===== src/rtl/duc_hb_interp_x2_if.sv =====
// I/Q sample handshake bundle for duc_hb_interp_x2: upstream samples in, downstream samples out.
// The master side drives samples and downstream ready. The slave side is the filter stage.
interface duc_hb_interp_x2_if #(
   parameter int WIDTH = 16
);
   logic signed [WIDTH-1:0] i_inph_data;
   logic signed [WIDTH-1:0] i_quad_data;
   logic                    i_valid;
   logic                    o_ready;
   logic signed [WIDTH-1:0] o_inph_data;
   logic signed [WIDTH-1:0] o_quad_data;
   logic                    o_valid;
   logic                    i_ready;

   modport master (
      output i_inph_data, i_quad_data, i_valid, i_ready,
      input  o_ready, o_inph_data, o_quad_data, o_valid
   );

   modport slave (
      input  i_inph_data, i_quad_data, i_valid, i_ready,
      output o_ready, o_inph_data, o_quad_data, o_valid
   );
endinterface


===== src/rtl/duc_hb_interp_x2.sv =====
// Halfband x2 interpolator: the even output follows its accept by 1 clk, and the odd output comes 1 clk later; o_ready=0 except when EMPTY, or in ODD while the downstream side is ready.
// The optional DUC_HB_SAT_EN macro clamps the odd output. Otherwise the odd output wraps to WIDTH bits.
module duc_hb_interp_x2 #(
   parameter int WIDTH = 16
) (
   input logic               i_clock,
   input logic               i_reset_n,
   duc_hb_interp_x2_if.slave bus
);
   localparam int AW = WIDTH + 19;
   localparam logic signed [15:0]   C0  = 16'sd19490;
   localparam logic signed [15:0]   C1  = -16'sd3768;
   localparam logic signed [15:0]   C2  = 16'sd662;
   localparam logic signed [AW-1:0] RND = AW'(16384);
`ifdef DUC_HB_SAT_EN
   localparam logic signed [AW-1:0] SMAX = AW'((2 ** (WIDTH - 1)) - 1);
   localparam logic signed [AW-1:0] SMIN = -SMAX - AW'(1);
`endif

   typedef enum logic [1:0] {S_EMPTY, S_EVEN, S_ODD} state_t;

   state_t                  state, state_nxt;
   logic                    rdy;
   logic                    accept;
   logic signed [WIDTH-1:0] di [6];
   logic signed [WIDTH-1:0] dq [6];
   logic signed [WIDTH-1:0] odd_i, odd_q;

   function automatic logic signed [WIDTH-1:0] hb_odd(
      input logic signed [WIDTH-1:0] x0, x1, x2, x3, x4, x5);
      logic signed [WIDTH:0]    p0, p1, p2;
      logic signed [WIDTH+16:0] m0, m1, m2;
      logic signed [AW-1:0]     acc;
      p0  = (WIDTH+1)'(x2) + (WIDTH+1)'(x3);
      p1  = (WIDTH+1)'(x1) + (WIDTH+1)'(x4);
      p2  = (WIDTH+1)'(x0) + (WIDTH+1)'(x5);
      m0  = (WIDTH+17)'(p0) * (WIDTH+17)'(C0);
      m1  = (WIDTH+17)'(p1) * (WIDTH+17)'(C1);
      m2  = (WIDTH+17)'(p2) * (WIDTH+17)'(C2);
      acc = AW'(m0) + AW'(m1) + AW'(m2) + RND;
`ifdef DUC_HB_SAT_EN
      if ((acc >>> 15) > SMAX)
         hb_odd = WIDTH'(SMAX);
      else if ((acc >>> 15) < SMIN)
         hb_odd = WIDTH'(SMIN);
      else
         hb_odd = WIDTH'(acc >>> 15);
`else
      hb_odd = WIDTH'(acc >>> 15);
`endif
   endfunction

   always_ff @(posedge i_clock or negedge i_reset_n) begin
      if (!i_reset_n)
         state <= S_EMPTY;
      else
         state <= state_nxt;
   end

   // ODD releases its output and takes the next input on the same edge, so the stream has no bubble.
   always_comb begin
      state_nxt = state;
      rdy       = 1'b0;
      case (state)
         S_EMPTY: begin
            rdy = 1'b1;
            if (bus.i_valid)
               state_nxt = S_EVEN;
         end
         S_EVEN: begin
            if (bus.i_ready)
               state_nxt = S_ODD;
         end
         S_ODD: begin
            rdy = bus.i_ready;
            if (bus.i_ready)
               state_nxt = bus.i_valid ? S_EVEN : S_EMPTY;
         end
         default: state_nxt = S_EMPTY;
      endcase
   end

   assign accept      = bus.i_valid && rdy;
   assign bus.o_ready = rdy;

   always_ff @(posedge i_clock or negedge i_reset_n) begin
      if (!i_reset_n) begin
         for (int k = 0; k < 6; k++) begin
            di[k] <= '0;
            dq[k] <= '0;
         end
      end else if (accept) begin
         di[0] <= bus.i_inph_data;
         dq[0] <= bus.i_quad_data;
         for (int k = 1; k < 6; k++) begin
            di[k] <= di[k-1];
            dq[k] <= dq[k-1];
         end
      end
   end

   // The delay line is frozen outside accept, so recomputing in every EVEN cycle is stall-safe.
   always_ff @(posedge i_clock or negedge i_reset_n) begin
      if (!i_reset_n) begin
         odd_i <= '0;
         odd_q <= '0;
      end else if (state == S_EVEN) begin
         odd_i <= hb_odd(di[0], di[1], di[2], di[3], di[4], di[5]);
         odd_q <= hb_odd(dq[0], dq[1], dq[2], dq[3], dq[4], dq[5]);
      end
   end

   assign bus.o_valid     = (state != S_EMPTY);
   assign bus.o_inph_data = (state == S_ODD) ? odd_i : di[3];
   assign bus.o_quad_data = (state == S_ODD) ? odd_q : dq[3];
endmodule


===== src/flat_wrapper.sv =====
// flat-port wrapper written by rule: the top's interface ports become plain ports
module duc_hb_interp_x2_flat 
#(
   parameter int WIDTH = 16
)
  (i_clock, i_reset_n, bus_i_inph_data, bus_i_quad_data, bus_i_valid, bus_i_ready, bus_o_ready, bus_o_inph_data, bus_o_quad_data, bus_o_valid);
  duc_hb_interp_x2_if #(.WIDTH(WIDTH)) bus_i ();
  input logic i_clock;
  input logic i_reset_n;
  input wire logic [$bits(bus_i.i_inph_data)-1:0] bus_i_inph_data;
  input wire logic [$bits(bus_i.i_quad_data)-1:0] bus_i_quad_data;
  input wire logic [$bits(bus_i.i_valid)-1:0] bus_i_valid;
  input wire logic [$bits(bus_i.i_ready)-1:0] bus_i_ready;
  output wire logic [$bits(bus_i.o_ready)-1:0] bus_o_ready;
  output wire logic [$bits(bus_i.o_inph_data)-1:0] bus_o_inph_data;
  output wire logic [$bits(bus_i.o_quad_data)-1:0] bus_o_quad_data;
  output wire logic [$bits(bus_i.o_valid)-1:0] bus_o_valid;
  assign bus_i.i_inph_data = bus_i_inph_data;
  assign bus_i.i_quad_data = bus_i_quad_data;
  assign bus_i.i_valid = bus_i_valid;
  assign bus_i.i_ready = bus_i_ready;
  assign bus_o_ready = bus_i.o_ready;
  assign bus_o_inph_data = bus_i.o_inph_data;
  assign bus_o_quad_data = bus_i.o_quad_data;
  assign bus_o_valid = bus_i.o_valid;
  duc_hb_interp_x2 #(.WIDTH(WIDTH)) u_core (.i_clock(i_clock), .i_reset_n(i_reset_n), .bus(bus_i));
endmodule

===== config.mk =====
export PLATFORM = sky130hd
export DESIGN_NAME = duc_hb_interp_x2_flat
export DESIGN_NICKNAME = d
export VERILOG_FILES = /design/src/rtl/duc_hb_interp_x2_if.sv /design/src/rtl/duc_hb_interp_x2.sv /design/src/flat_wrapper.sv
export SDC_FILE = /design/constraint.sdc
export NUM_CORES = 2
export LEC_CHECK = 0
export CORE_MARGIN = 1
export CORE_UTILIZATION = 60
export CTS_CLUSTER_SIZE = 8
export DETAILED_ROUTE_END_ITERATION = 8
export PLACE_DENSITY = 0.89
export SLEW_MARGIN = 15
export SYNTH_ARGS = -nofsm -noshare
export SYNTH_HDL_FRONTEND = slang
export SYNTH_SLANG_ARGS = --single-unit

===== constraint.sdc =====
create_clock -name i_clock -period 10.1 [get_ports i_clock]
set_input_delay 2.02 -clock i_clock [delete_from_list [all_inputs] [get_ports i_clock]]
set_output_delay 2.02 -clock i_clock [all_outputs]
set_load 0.005 [all_outputs]

==> flow_summary.json <==
{
  "cp_slowest_cell": "fa_1",
  "cp_common_cell": "inv_1",
  "grt_antenna_before_repair": 1,
  "min_from": "u_core.odd_i[11]",
  "area_growth_syn_to_layout_pct": 8.75,
  "ys_types": 81,
  "avgSynthCellArea_um2": 9.68,
  "reg2reg_slack_ps": 260,
  "port_buffers": 69,
  "cts_hold_buf": 0,
  "fp.dieH_um": 241,
  "path_class": "register to register",
  "holdCritPathClass": "register to register",
  "start_util_pct": 60.8,
  "insertion_delay_ps": 560,
  "cts.htree.levels": 2,
  "postLayoutCellArea_um2": 37300,
  "synth_seq_area_share_pct": 16.5,
  "final_cell_mix": "ha_1, inv_1, fa_1",
  "critPathLaunch": "u_core.dq[80]",
  "r2r-end": "u_core.odd_q[15]",
  "cts-buffers-inserted": 35,
  "synth-edff-count": 0,
  "placed_cell_area_um2": 36100,
  "setup_slack_ps": 263,
  "fmax_ghz": 0.102,
  "dr_total_vias": 26500,
  "cap_violations": 0,
  "clock_skew_ps": 22.0,
  "cts_tree": "built",
  "gp_congestion": 0.928,
  "whs_ps": 478,
  "hold_depth": 2,
  "status": "finished, final reports clean",
  "grt_overflow": 0,
  "syn_area_um2": 34300,
  "ys.flop_type": "dfrtp_1",
  "grt_usage_pct": 29.7,
  "slew_headroom_pct": 25.5,
  "period_needed_ps": 9840,
  "drv_slew": 0,
  "min_to": "u_core.odd_i[11]",
  "grt_pass1_wl_mm": 137,
  "grt_max_degree": 199,
  "yosysWarningCount": 0,
  "yosysTopAreaCell": "ha_1",
  "ys_top_cells_by_area": "ha_1, dfrtp_1, fa_1",
  "rows": 87,
  "firstDrtPassIters": 7,
  "layout.nets": 4680,
  "drive_gt1_share_pct": 9.83,
  "antenna_left": 0,
  "setup_tns_ps": 0,
  "required_ps": 10580,
  "drc": 0,
  "io_pins": 70,
  "worst_pin_slew_ps": 1120,
  "setup.worst_path.end_class": "register",
  "dieArea_um2": 58200,
  "start_kind": "register",
  "drtIter0Drc": 1594,
  "synth_top_area_share_pct": 26.2,
  "hold_violations": 0,
  "syn_inst": 3547,
  "wl_mm": 85.8,
  "core_um2": 56500,
  "cp_max_fo": 6,
  "async_reset_ff_share_pct": 100,
  "r2r_start": "u_core.dq[80]",
  "diodes": 0,
  "hpwl_mm": 68.0,
  "clock-sinks": 226,
  "place_ws_ps": 163,
  "first_global_vias": 27200,
  "fin_crit_sh_pct": 97.4,
  "die_w_um": 241,
  "rr_worst_depth": 40,
  "arrival_ps": 10310,
  "viasPerCell": 6.01,
  "cts.path.max_buffers": 3,
  "cts_root_buf": "clkbuf_16",
  "wl_per_cell_um": 19.5,
  "setup_violations": 0,
  "layout_commonest_cell": "ha_1",
  "ys_ff_latch": 226,
  "max_stage_delay_ps": 510,
  "clk_pin_slew_ps": 50
}
-- per-layer routing --
layer	share of wire [%]	up-vias	global-route usage, %	routed length, um
li1	-	12300	-	-
met3	5.8	338	4.16	5000
met5	0	-	0	0
met2	48	991	50.2	41100
met4	7.2	0	19.4	6200
met1	39	12900	35.3	33500
-- synth_stat cells (4+ instances only) --
library cell  instances
a2111oi_0             4
a211o_1              11
a211oi_1             24
a21boi_0             13
a21o_1               50
a21oi_1             155
a22o_1                4
a311o_1               5
a311oi_1              9
a31oi_1              20
a41oi_1               5
and2_1               17
and3_1               26
and4_1                4
clkbuf_1             36
dfrtp_1             226
fa_1                280
ha_1                720
inv_1               624
mux2_2              225
mux2i_1               9
nand2_1             136
nand2b_1             34
nand3_1              56
nand3b_1              7
nand4_1               4
nor2_1              140
nor2b_1              31
nor3_1               71
o2111ai_1            10
o211ai_1             13
o21a_1               31
o21ai_0             130
o21bai_1             17
o311a_1               4
o31a_1                7
o31ai_1              15
or2_2                10
or3_1                32
or4_1                 7
xnor2_1             174
xor2_1               94
-- worst max path at each step --
stage / end / slack [ps] / cells past startpoint
2_1_floorplan: u_core.odd_i[15] / 1080 / 31
3_3_place_gp: u_core.odd_i[15] / 440 / 38
3_5_place_dp: u_core.odd_i[15] / 160 / 38
4_1_cts: u_core.odd_q[15] / 60 / 40
5_1_grt: u_core.odd_q[15] / -160 / 40
6_report: u_core.odd_q[15] / 260 / 40
-- logic make-up (layout without fill, tap and decap cells) --
| logic type | Yosys count | count (layout) | synth area share (%) |
|---|---|---|---|
| mux | 234 | 234 | 7.64 |
| simple gates | 584 | 584 | 8.29 |
| fa+ha+maj | 1000 | 1000 | 42.6 |
| xor+xnor | 269 | 269 | 6.90 |
| flops | 226 | 226 | 16.5 |
| buf+inv | 663 | 767 | 7.25 |
| compound gates | 570 | 570 | 10.9 |
| other cells | 1 | 2 | 0.0109 |
-- what timing repair did --
action / CTS / global route
endpoints found under the setup margin: 0 / 14
setup buffers: 0 / 4
gates resized for setup: 0 / 42
-- stage by stage --
step | util (%) | cells
floorplan | - | 3548
global placement | 63.8 | 4359
detailed placement | 63.8 | 4359
CTS | 65.6 | 4404
global route | 66.1 | 4408
finish | 66.1 | 4408
-- sequential cells by signal, summed over array words and instances (netlist names) --
signal        flops
u_core.odd_i     16
u_core.odd_q     16
u_core.dq        96
u_core.state      2
u_core.di        96
-- area by class of cell --
| cell class | count | area [um2] |
|---|---|---|
| clock buffer | 44 | 992 |
| clock inverter | 1 | 5.00 |
| fill | 3952 | 19200 |
| inverter | 625 | 2350 |
| multi-input combinational | 2659 | 26500 |
| sequential | 226 | 5660 |
| tap | 756 | 946 |
| timing repair buffer | 97 | 918 |
-- worst max-delay path, delay by kind of cell (launching register included) --
kind / cells / cell delay, ps
fa+ha+maj: 10 / 3670
xor+xnor: 3 / 850
flops: 1 / 390
compound gates: 14 / 3110
buf+inv: 6 / 360
simple gates: 7 / 1360
Power is left out: the tool's default activity adds up to more than one toggle a clock period on the data nets, which glitch-free logic cannot reach.
